===== config.mk =====
export PLATFORM = sky130hd
export DESIGN_NAME = cr16_seq_ctrl
export DESIGN_NICKNAME = d
export VERILOG_FILES = /design/src/rtl/cr16_ctrl_pkg.sv /design/src/rtl/cond_eval.sv /design/src/rtl/cr16_seq_ctrl.sv
export SDC_FILE = /design/constraint.sdc
export NUM_CORES = 1
export LEC_CHECK = 0
export ABC_AREA = 1
export BUFFER_PORTS_ARGS = -buffer_cell sky130_fd_sc_hd__buf_2
export CAP_MARGIN = 20
export CELL_PAD_IN_SITES_DETAIL_PLACEMENT = 0
export CELL_PAD_IN_SITES_GLOBAL_PLACEMENT = 2
export CORE_ASPECT_RATIO = 1.2
export CORE_UTILIZATION = 30
export CTS_CLUSTER_DIAMETER = 60
export DETAILED_ROUTE_END_ITERATION = 10
export PLACE_DENSITY_LB_ADDON = 0.12
export SLEW_MARGIN = 5
export SYNTH_ARGS = -nofsm -noshare
export SYNTH_HDL_FRONTEND = slang
export SYNTH_HIERARCHICAL = 1
export SYNTH_SLANG_ARGS = --single-unit
export TNS_END_PERCENT = 50

===== constraint.sdc =====
create_clock -name clk -period 2 [get_ports clk]
set_input_delay 0.1 -clock clk [delete_from_list [all_inputs] [get_ports clk]]
set_output_delay 0.1 -clock clk [all_outputs]
set_load 0.05 [all_outputs]

===== src/rtl/cr16_ctrl_pkg.sv =====
// Shared encodings for the CR16 sequencer: FSM states, opcode/ext fields,
// condition codes, PSR flag positions and the instruction-class decoder.
package cr16_ctrl_pkg;

    localparam logic [2:0] ST_HALT   = 3'd0;
    localparam logic [2:0] ST_FETCH  = 3'd1;
    localparam logic [2:0] ST_DECODE = 3'd2;
    localparam logic [2:0] ST_EXEC   = 3'd3;
    localparam logic [2:0] ST_MEM    = 3'd4;

    localparam logic [3:0] OP_BCOND  = 4'hC;
    localparam logic [3:0] OP_EXT    = 4'h4;
    localparam logic [3:0] EXT_JCOND = 4'hC;
    localparam logic [3:0] EXT_JAL   = 4'h8;
    localparam logic [3:0] EXT_LOAD  = 4'h0;
    localparam logic [3:0] EXT_STOR  = 4'h4;

    localparam logic [3:0] CC_EQ = 4'b0000;
    localparam logic [3:0] CC_NE = 4'b0001;
    localparam logic [3:0] CC_CS = 4'b0010;
    localparam logic [3:0] CC_CC = 4'b0011;
    localparam logic [3:0] CC_HI = 4'b0100;
    localparam logic [3:0] CC_LS = 4'b0101;
    localparam logic [3:0] CC_GT = 4'b0110;
    localparam logic [3:0] CC_LE = 4'b0111;
    localparam logic [3:0] CC_FS = 4'b1000;
    localparam logic [3:0] CC_FC = 4'b1001;
    localparam logic [3:0] CC_LO = 4'b1010;
    localparam logic [3:0] CC_HS = 4'b1011;
    localparam logic [3:0] CC_LT = 4'b1100;
    localparam logic [3:0] CC_GE = 4'b1101;
    localparam logic [3:0] CC_UC = 4'b1110;
    localparam logic [3:0] CC_NV = 4'b1111;

    // PSR layout is {N,Z,F,L,C}
    localparam int unsigned FLAG_N = 4;
    localparam int unsigned FLAG_Z = 3;
    localparam int unsigned FLAG_F = 2;
    localparam int unsigned FLAG_L = 1;
    localparam int unsigned FLAG_C = 0;

    typedef struct packed {
        logic bcond;
        logic jcond;
        logic jal;
        logic load;
        logic stor;
        logic mem;
        logic alu;
    } dec_t;

    function automatic dec_t decode_ir(input logic [3:0] opcode, input logic [3:0] ext);
        dec_t d;
        d       = '0;
        d.bcond = (opcode == OP_BCOND);
        if (opcode == OP_EXT) begin
            d.jcond = (ext == EXT_JCOND);
            d.jal   = (ext == EXT_JAL);
            d.load  = (ext == EXT_LOAD);
            d.stor  = (ext == EXT_STOR);
        end
        d.mem = d.load | d.stor;
        d.alu = !(d.bcond | d.jcond | d.jal | d.mem);
        return d;
    endfunction

endpackage


===== src/rtl/cond_eval.sv =====
// Combinational condition-code evaluator: 4-bit cond against PSR flags.
// Kept standalone so the Scond path can share it.
module cond_eval
    import cr16_ctrl_pkg::*;
(
    input  logic [3:0] cond_i,
    input  logic [4:0] flags_i,
    output logic       take_o
);

    logic n_f, z_f, f_f, l_f, c_f;

    assign n_f = flags_i[FLAG_N];
    assign z_f = flags_i[FLAG_Z];
    assign f_f = flags_i[FLAG_F];
    assign l_f = flags_i[FLAG_L];
    assign c_f = flags_i[FLAG_C];

    always_comb begin
        take_o = 1'b0;
        case (cond_i)
            CC_EQ:   take_o = z_f;
            CC_NE:   take_o = !z_f;
            CC_CS:   take_o = c_f;
            CC_CC:   take_o = !c_f;
            CC_HI:   take_o = l_f;
            CC_LS:   take_o = !l_f;
            CC_GT:   take_o = n_f;
            CC_LE:   take_o = !n_f;
            CC_FS:   take_o = f_f;
            CC_FC:   take_o = !f_f;
            CC_LO:   take_o = !l_f && !z_f;
            CC_HS:   take_o = l_f || z_f;
            CC_LT:   take_o = !n_f && !z_f;
            CC_GE:   take_o = n_f || z_f;
            CC_UC:   take_o = 1'b1;
            CC_NV:   take_o = 1'b0;
            default: take_o = 1'b0;
        endcase
    end

endmodule


===== src/rtl/cr16_seq_ctrl.sv =====
// Multicycle CR16 instruction sequencer: fetch handshake, decode, condition
// evaluation, execute/memory strobes, PC controls and retired-instruction count.
module cr16_seq_ctrl
    import cr16_ctrl_pkg::*;
#(
    parameter int unsigned DATAWIDTH = 16,
    parameter int unsigned CNTWIDTH  = 16
) (
    input  logic                 clk,
    input  logic                 rst,
    input  logic                 halt,
    output logic                 imem_req,
    input  logic                 imem_ack,
    input  logic [DATAWIDTH-1:0] instr,
    output logic [DATAWIDTH-1:0] ir,
    input  logic [4:0]           flags,
    output logic                 exec_en,
    output logic                 rf_we,
    output logic                 mem_req,
    output logic                 mem_we,
    input  logic                 mem_ack,
    output logic                 pc_en,
    output logic                 branch,
    output logic                 jump,
    output logic                 ra_buf,
    output logic [CNTWIDTH-1:0]  instr_cnt,
    output logic                 busy
);

    logic [2:0]           state_q, state_d;
    logic [DATAWIDTH-1:0] ir_q, ir_d;
    logic                 take_q, take_d;
    logic [CNTWIDTH-1:0]  cnt_q;

    logic                 take_c;
    logic                 pc_en_c;
    logic [2:0]           retire_next;
    dec_t                 dec;

    assign dec = decode_ir(ir_q[15:12], ir_q[7:4]);

    cond_eval u_cond_eval (
        .cond_i  (ir_q[11:8]),
        .flags_i (flags),
        .take_o  (take_c)
    );

    // halt only matters at the retire boundary; FETCH ignores it
    assign retire_next = halt ? ST_HALT : ST_FETCH;

    always_comb begin
        state_d = state_q;
        ir_d    = ir_q;
        take_d  = take_q;
        case (state_q)
            ST_HALT: begin
                if (!halt) state_d = ST_FETCH;
            end
            ST_FETCH: begin
                if (imem_ack) begin
                    ir_d    = instr;
                    state_d = ST_DECODE;
                end
            end
            ST_DECODE: begin
                take_d  = take_c;
                state_d = ST_EXEC;
            end
            ST_EXEC: begin
                state_d = dec.mem ? ST_MEM : retire_next;
            end
            ST_MEM: begin
                if (mem_ack) state_d = retire_next;
            end
            default: state_d = ST_HALT;
        endcase
    end

    // Strobes come from registered state/ir; only MEM looks at mem_ack directly
    always_comb begin
        imem_req = 1'b0;
        exec_en  = 1'b0;
        rf_we    = 1'b0;
        mem_req  = 1'b0;
        mem_we   = 1'b0;
        pc_en_c  = 1'b0;
        case (state_q)
            ST_FETCH: begin
                imem_req = 1'b1;
            end
            ST_EXEC: begin
                exec_en = 1'b1;
                rf_we   = dec.alu | dec.jal;
                pc_en_c = !dec.mem;
            end
            ST_MEM: begin
                mem_req = 1'b1;
                mem_we  = dec.stor;
                pc_en_c = mem_ack;
                rf_we   = dec.load & mem_ack;
            end
            default: begin
                imem_req = 1'b0;
            end
        endcase
    end

    assign pc_en     = pc_en_c;
    assign branch    = pc_en_c & dec.bcond & take_q;
    assign jump      = pc_en_c & ((dec.jcond & take_q) | dec.jal);
    assign ra_buf    = pc_en_c & dec.jal;
    assign ir        = ir_q;
    assign instr_cnt = cnt_q;
    assign busy      = (state_q != ST_HALT);

    always_ff @(posedge clk or posedge rst) begin
        if (rst) begin
            state_q <= ST_HALT;
            ir_q    <= '0;
            take_q  <= 1'b0;
            cnt_q   <= '0;
        end else begin
            state_q <= state_d;
            ir_q    <= ir_d;
            take_q  <= take_d;
            if (pc_en_c) cnt_q <= cnt_q + CNTWIDTH'(1);
        end
    end

endmodule

==> summary.md, run 1 <==
| Metric | Value |
|---|---|
| Outcome | completed |
| Detail-routed via count per cell | approximately 4.5 |
| Setup repair after global routing missed its margin | false |
| N_diodes | 0 |
| Synth Cell Area | roughly 2200 sq um |
| Worst Hold Depth | 2 |
| Data arrival at the endpoint of the critical path | 1.78 ns |
| CP Max Fanout | 14 |
| Cell area after placement | approximately 2700 sq um |
| Maximum number of pins on one net before global-route repair | 37 |
| Count of standard-cell rows | 34 |
| Distinct cell type count after synthesis | 29 |
| Clock Tree Buf Depth | 2 |
| Number of max-cap violations | 0 |
| Final antenna-violating net count | 0 |
| CTS clk-pin slew, worst paths | approximately 0.08 ns |
| Terminating pin of the worst hold path | ir[10]$_DFFE_PP0P_ |
| Core area | ~7200 sq um |
| Final cell area excluding filler cells | ~2800 sq um |
| Weighted congestion reported at the end of routability-driven placement | ~0.76 |
| Count of boundary I/O pins | between 60 and 70 |
| Vias in the first global route | a little under 2000 |
| Routed vias | roughly 2100 |
| Synth Area in Simple Gates | around 35% |
| Pre-Repair DR Iteration Count | 4 |
| Post-Synthesis Net Count | about 330 |
| Number of buffer and inverter instances along the worst setup path | 2 |
| Worst vdd ir | 746 uV |
| Number of sinks handled by clock tree synthesis | 36 |
| Clock Root Buffer | sky130_fd_sc_hd__clkbuf_8 |
| Static Leakage | about 1.5 nW |
| Startpoint of the most critical hold path | instr[10] |
| Depth of the most critical reg-to-reg path | 7 |
| Total detailed-routing wirelength | approximately 5600 um |
| Number of cells produced by synthesis | 298 |
| IO buf count | 67 |
| Initial Utilization | 30.8% |
| Worst Setup Path Type | reg2out |
| Wire length of the first global-routing pass | between 9000 and 10000 um |
| Adder and majority cell fraction of the synthesized area | less than 1% |
| Final core occ | between 30% and 40% |
| Max-slew violation total from the final report | 0 |
| Worst-skew pair later-pin latency | between 0.2 and 0.3 ns |
| Die extent in x | just over 80 um |
| Chip height | just under 100 um |
| Total Routing Usage GR | approximately 15% |
| Clock Skews | 0.00647 ns |
| Kind of cell adding the most delay to the critical path | simple AND/OR/NAND/NOR gates |
| Worst slew margin relative to its limit | 67.4% |
| Transition at the pin with the smallest max-transition slack | between 0.4 and 0.5 ns |
| Post-synthesis mux area share | a little under 5% |
| Main combinational cell family by area after synthesis | simple AND/OR/NAND/NOR gates |
| Synth top area share | around two fifths |
| Power per Cell Area | 1490 nW/um^2 |
| Sequential-to-total area share from yosys stat | between 40 and 50% |
| Number of failing hold endpoints at the final stage | 0 |
| GRT Residual Overflow | 0 |
| Synth area leader | sky130_fd_sc_hd__dfrtp_1 |
| Post-DP HPWL | 4160 um |
| Most frequent standard cell in the layout excluding fill and tap cells | sky130_fd_sc_hd__nand2_1 |
| Type of destination of the critical path | output port |
| Num CTS Buffers | 5 |
| Flops & latches, synth | 36 |
| Maximum level of the CTS H-tree | 2 |
| Top cells by area, synth | sky130_fd_sc_hd__dfrtp_1 (40%), sky130_fd_sc_hd__nand2_1 (14%), sky130_fd_sc_hd__inv_1 (6.9%) |
| Endpoint of the lowest-slack register-to-register path | instr_cnt[10]$_DFFE_PP0N_ |
| Portion of the clock cycle consumed by the worst path in the final layout | 93.8% |
| Number of remaining DRC errors | 0 |
| Highest clock frequency the design can meet | 0.533 GHz |
| Layout Nets | 400 |
| Setup-failing EPs final | 0 |
| Critical Path, Cell by Cell | nor3_4, nand3_2, nand2_4, buf_12, nand3_1, o21ai_2, buf_6 |
| Avg WL per Cell | approximately 12 um |
| Critical-path cell with the highest stage delay | sky130_fd_sc_hd__dfrtp_1 |
| R2R Path Start | instr_cnt[0]$_DFFE_PP0N_ |
| Mean cell area of the mapped netlist | ~7.5 sq um |
| Required arrival time at the worst endpoint | 1.90 ns |
| Hold Path Class | in2reg |
| Number of instances in the placed design | 451 |
| Number of inserted filler cells in the final layout | approximately 780 |
| Startpoint kind of the worst setup timing path | flip-flop |
| Number of warnings reported in the yosys synthesis log | 6 |
| Most frequent cells in the layout | sky130_fd_sc_hd__nand2_1 (79), sky130_fd_sc_hd__buf_2 (65), sky130_fd_sc_hd__inv_1 (40) |
| Post-route non-filler standard cell count | roughly 460 |
| Synth Area in Compound Gates | about 6.3% |
| TritonCTS clock tree | yes |
| Area delta synth->final | 27.8% |
| First-iteration detailed-routing DRC count | between 60 and 70 |
| Flop2flop setup slack | around 0.4 ns |
| Time the final worst path needs with I/O delays and setup | approximately 1.9 ns |
| Fraction of final layout cells sized beyond drive strength 1 | between 30% and 40% |
| Worst path max stage delay | 0.46 ns |
| Total Die Area | slightly below 8000 sq um |
| Number of antenna violations at the first check in global routing | 0 |
| Post-Synth XOR/XNOR Area | around 3.1% |
-- cell families (layout without fill, tap and decap cells) --
family,count (synthesis),after routing
compound gates,24,24
xor+xnor,8,8
fa+ha+maj,1,1
buf+inv,50,126
flops,36,36
mux,9,9
simple gates,170,170
-- flip-flops by register name, summed over array words and instances (netlist names) --
signal	cells
ir	16
instr_cnt	16
take_q	1
state_q	3
-- worst max path at each step --
stage / startpoint / endpoint / depth (start not counted)
floorplan: state_q[2]$_DFFE_PP0P_ / branch / 6
global placement: state_q[1]$_DFFE_PP0P_ / jump / 9
detailed placement: state_q[1]$_DFFE_PP0P_ / jump / 9
CTS: ir[15]$_DFFE_PP0P_ / jump / 10
global route: ir[12]$_DFFE_PP0P_ / jump / 10
finish: state_q[2]$_DFFE_PP0P_ / jump / 7
-- Yosys cell counts --
master                      n
sky130_fd_sc_hd__nand2_1   81
sky130_fd_sc_hd__inv_1     41
sky130_fd_sc_hd__nor2_1    39
sky130_fd_sc_hd__dfrtp_1   36
sky130_fd_sc_hd__nand3_1   22
sky130_fd_sc_hd__a21oi_1    9
sky130_fd_sc_hd__nand4_1    8
sky130_fd_sc_hd__mux2_2     7
sky130_fd_sc_hd__o21ai_0    7
sky130_fd_sc_hd__xor2_1     7
sky130_fd_sc_hd__nand3b_1   5
sky130_fd_sc_hd__nor3_1     5
sky130_fd_sc_hd__o21ai_2    5
sky130_fd_sc_hd__buf_2      3
sky130_fd_sc_hd__inv_2      3
sky130_fd_sc_hd__buf_6      2
sky130_fd_sc_hd__mux2_4     2
sky130_fd_sc_hd__nand2_2    2
sky130_fd_sc_hd__nand3_2    2
sky130_fd_sc_hd__nor3_2     2
sky130_fd_sc_hd__o21ai_1    2
sky130_fd_sc_hd__buf_12     1
sky130_fd_sc_hd__ha_1       1
sky130_fd_sc_hd__nand2_4    1
sky130_fd_sc_hd__nor2_2     1
sky130_fd_sc_hd__nor2_4     1
sky130_fd_sc_hd__nor3_4     1
sky130_fd_sc_hd__o22ai_1    1
sky130_fd_sc_hd__xnor2_1    1
-- stage by stage --
| stage | power [mW] | TNS [ns] | hold slack [ns] | worst slack (ns) |
|---|---|---|---|---|
| after floorplan | 3.04 | -0.196 | 0.249 | -0.149 |
| after detailed placement | 3.52 | 0 | 0.260 | 0.295 |
| after global routing | 4.56 | 0 | 0.0319 | 0.0112 |
| after global placement | 3.52 | 0 | 0.252 | 0.307 |
| final | 4.23 | 0 | 0.0367 | 0.125 |
| after CTS | 4.20 | 0 | 0.0264 | 0.0237 |
-- worst register-to-register path, delay by kind of cell (launching register included) --
kind | cells | cell delay [ns]
and+or+nand+nor | 5 | 0.61
DFF | 1 | 0.46
adders and majority gates | 1 | 0.27
xor gates and xnor gates | 1 | 0.15
-- metal layers --
layer | part of all wire, % | vias to the layer above | global-route usage, %
met5 | 0 | - | 0
met1 | 47 | 973 | 19.6
li1 | - | 1094 | -
met4 | 0.98 | 0 | 4.02
met2 | 49 | 38 | 25.6
met3 | 3.7 | 4 | 3.60
-- cell type report --
type	count	area (sq um)	share of cell area [%]
clock inverters	3	42.5	1.50
multi-input cells	212	1130	39.6
clock buffers	5	68.8	2.42
inverters	44	165	5.80
well taps	90	113	3.96
repair buffers	74	429	15.1
flip-flops and latches	36	901	31.7
-- report_power, final --
group / leakage, nW / internal (mW) / total (mW) / switching [mW]
Combinational: 0.976 / 0.667 / 2.38 / 1.71
Clock: 0.0541 / 0.369 / 0.652 / 0.282
Sequential: 0.448 / 0.963 / 1.20 / 0.233
-- timing repair --
action                                 in CTS  in global routing
buffers inserted                            0                  3
endpoints found under the hold margin      36                  0
hold buffers                                1                  0
cloned                                      0                  1
resized for setup                           1                  9
pin swaps                                   0                  2
setup endpoints to repair                   1                  4
No activity file was read; power rests on OpenSTA's default activity.
==> run 2, diff against run 1 <==
- CORE_UTILIZATION: 30 -> 25
- clock period: 2 -> 1.7 ns (I/O delays scaled with it)
==> summary.md, run 2 (synthesis gave the netlist of run 1 again) <==
| Metric | Value |
|---|---|
| Setup repair after global routing missed its margin | true (was false) |
| Startpoint of the most critical hold path | instr[1] (was instr[10]) |
| Worst path max stage delay | 0.42 ns (was 0.46 ns) |
| Worst-skew pair later-pin latency | 0.29 ns (about the same) |
| Number of sinks handled by clock tree synthesis | 36 (unchanged) |
| Maximum number of pins on one net before global-route repair | 37 (unchanged) |
| Critical path's most frequent cell | sky130_fd_sc_hd__nand2_4 |
| Startpoint kind of the worst setup timing path | flip-flop (unchanged) |
| Outcome | complete, but fails checks (was completed) |
| Data arrival at the endpoint of the critical path | 1.62 ns (was 1.78 ns) |
| Clock power share | 19.0% (was 15.4%) |
| Crit path setup slack, layout | -0.00105 ns (was 0.125 ns) |
| Depth of the most critical reg-to-reg path | 10 (was 7) |
| Worst Setup Path Type | reg2out (unchanged) |
| Worst-case hold slack | 0.0149 ns (was 0.0367 ns) |
| Flop2flop setup slack | 0.09 ns (was 0.41 ns) |
| Total detailed-routing wirelength | 6280 um (was 5620 um) |
| Time the final worst path needs with I/O delays and setup | around 1.7 ns |
| Maximum level of the CTS H-tree | 2 (unchanged) |
| Number of antenna violations at the first check in global routing | 0 (unchanged) |
| Routed vias | 2184 (was 2109) |
| Endpoint of the lowest-slack register-to-register path | instr_cnt[6]$_DFFE_PP0N_ (was instr_cnt[10]$_DFFE_PP0N_) |
| Number of max-cap violations | 0 (unchanged) |
| CP Max Fanout | 4 (was 14) |
| Required arrival time at the worst endpoint | 1.62 ns (was 1.90 ns) |
| Count of boundary I/O pins | 68 (unchanged) |
| Weighted congestion reported at the end of routability-driven placement | 0.709 (was 0.759) |
| Clock Root Buffer | sky130_fd_sc_hd__clkbuf_8 (unchanged) |
| Worst Hold Depth | 2 (unchanged) |
| Final cell area excluding filler cells | 3200 sq um (was 2850 sq um) |
| Portion of the clock cycle consumed by the worst path in the final layout | 100% |
| Transition at the pin with the smallest max-transition slack | 0.495 ns (was 0.489 ns) |
| Hold Path Class | in2reg (unchanged) |
| Worst slew margin relative to its limit | 67.0% (was 67.4%) |
| Pre-Repair DR Iteration Count | 4 (unchanged) |
| First-iteration detailed-routing DRC count | 79 (was 69) |
| R2R Path Start | ir[15]$_DFFE_PP0P_ (was instr_cnt[0]$_DFFE_PP0N_) |
| Num CTS Buffers | 5 (unchanged) |
| Clock Tree Buf Depth | 2 (unchanged) |
| Power share of the sequential group | 24.6% (was 28.3%) |
| Fraction of final layout cells sized beyond drive strength 1 | 39.7% (was 30.5%) |
| Max-slew violation total from the final report | 0 (unchanged) |
| CTS clk-pin slew, worst paths | 0.08 ns (about the same) |
| Area delta synth->final | 43.8% (was 27.8%) |
| Most frequent cells in the layout | sky130_fd_sc_hd__nand2_1 (74), sky130_fd_sc_hd__buf_2 (61), sky130_fd_sc_hd__dfrtp_1 (35) (was sky130_fd_sc_hd__nand2_1 (79), sky130_fd_sc_hd__buf_2 (65), sky130_fd_sc_hd__inv_1 (40)) |
| Detail-routed via count per cell | 4.28 (was 4.55) |
| Most frequent standard cell in the layout excluding fill and tap cells | sky130_fd_sc_hd__nand2_1 (unchanged) |
| Post-DP HPWL | 4460 um (was 4160 um) |
| Avg WL per Cell | 12.3 um (was 12.1 um) |
| Comb power frac | 56.4% (was 56.3%) |
| Final antenna-violating net count | 0 (unchanged) |
| TritonCTS clock tree | yes (unchanged) |
| Net Sw Frac | 49.4% (was 52.7%) |
| Terminating pin of the worst hold path | ir[1]$_DFFE_PP0P_ (was ir[10]$_DFFE_PP0P_) |
| Core area | 8610 sq um (was 7230 sq um) |
| Critical-path cell with the highest stage delay | sky130_fd_sc_hd__dfrtp_1 (unchanged) |
| Count of standard-cell rows | 37 (was 34) |
| Initial Utilization | 25.9% (was 30.8%) |
| Final core occ | 37.2% (was 39.3%) |
| Cell area after placement | 2770 sq um (was 2650 sq um) |
| Power per Cell Area | 1780 nW/um^2 (was 1490 nW/um^2) |
| Clock Skews | 0.00837 ns (was 0.00647 ns) |
| Wire length of the first global-routing pass | 10200 um (was 9090 um) |
| Setup-failing EPs final | 1 (was 0) |
| Highest clock frequency the design can meet | between 0.5 and 0.6 GHz |
| Critical Path, Cell by Cell | nor2_2, nand2_2, clkinvlp_4, nand2_4, nand2_4, inv_6, nor3_4, buf_6 (was nor3_4, nand3_2, nand2_4, buf_12, nand3_1, o21ai_2, buf_6) |
| Static Leakage | 1.63 nW (was 1.48 nW) |
| Worst vdd ir | 681 uV (was 746 uV) |
| Violations in the final reports | setup timing |
| Total Routing Usage GR | 14.4% (was 15.3%) |
| Chip height | 105 um (was 96.4 um) |
| Number of failing hold endpoints at the final stage | 0 (unchanged) |
| Die extent in x | 88.1 um (was 80.6 um) |
| Type of destination of the critical path | output port (unchanged) |
| N_diodes | 0 (unchanged) |
| Net switching power | 2.81 mW (was 2.23 mW) |
| Design internal power | 2.88 mW (was 2.00 mW) |
| Total Die Area | 9290 sq um (was 7770 sq um) |
| IO buf count | 67 (unchanged) |
| Number of remaining DRC errors | 0 (unchanged) |
| Layout Nets | 419 (was 400) |
| Vias in the first global route | 2149 (was 1945) |
| GRT Residual Overflow | 0 (unchanged) |
[run 2: cell count changes in the layout (fill, tap and decap cells not counted), sizes merged]
| cell | previous run | this run |
|---|---|---|
| buf | 72 | 91 |
| bufinv | 1 | 3 |
| clkbuf | 6 | 5 |
| clkinv | 1 | 0 |
| dlygate4sd3 | 1 | 2 |
| inv | 44 | 43 |
[run 2: timing repair]
item	4_1_cts	5_1_grt
hold buffers	1	1
endpoints found under the hold margin	36	1
pin swaps	11	6
resized for setup	29	20
setup endpoints to repair	5	22
cloned	1	0
buffers inserted	10	5
[run 2: power by group through the flow]
stage               clock network (mW)  registers, mW  logic, mW
finish                            1.08           1.40       3.21
global route                      1.13           1.45       3.47
CTS                               1.11           1.39       3.22
detailed placement                   0           1.39       2.91
global placement                     0           1.39       2.92
floorplan                            0           2.21       1.41
[run 2: critical path, delay by kind of cell, from the launching register on]
family	cells	cell delay, ns
AND/OR/NAND/NOR	5	0.55
flip-flops	1	0.42
buffers and inverters	3	0.35
[run 2: routing by layer]
metal / global-route usage (%) / part of all wire [%] / vias up
met3: 2.74 / 4.4 / 4
met5: 0 / 0 / -
met2: 24.5 / 51 / 47
met4: 4.95 / 0.94 / 0
met1: 17.8 / 44 / 1003
li1: - / - / 1130
[run 2: worst max-delay path by stage]
stage | startpoint | slack (ns) | endpoint
2_1_floorplan | state_q[0]$_DFFE_PP0P_ | -0.20 | branch
3_3_place_gp | state_q[1]$_DFFE_PP0P_ | 0.1 | jump
3_5_place_dp | state_q[1]$_DFFE_PP0P_ | 0.12 | pc_en
4_1_cts | ir[13]$_DFFE_PP0P_ | -0.02 | jump
5_1_grt | state_q[1]$_DFFE_PP0P_ | -0.10 | branch
6_report | state_q[1]$_DFFE_PP0P_ | -0.001 | branch
[run 2: metrics by stage]
stage | setup slack [ns] | power (mW) | instances | TNS [ns]
2_1_floorplan | -0.199 | 3.62 | 298 | -0.496
3_3_place_gp | 0.0976 | 4.30 | 485 | 0
3_5_place_dp | 0.124 | 4.30 | 485 | 0
4_1_cts | -0.0234 | 5.72 | 505 | -0.0460
5_1_grt | -0.101 | 6.05 | 510 | -0.311
6_report | -0.00105 | 5.69 | 510 | -0.00105
[run 2: area by class of cell]
class | count | area, sq um
clock buffer | 5 | 68.8
clock inverter | 3 | 90.1
fill | 968 | 5410
inverter | 44 | 174
multi-input combinational | 212 | 1220
sequential | 36 | 902
tap | 117 | 146
timing repair buffer | 93 | 602
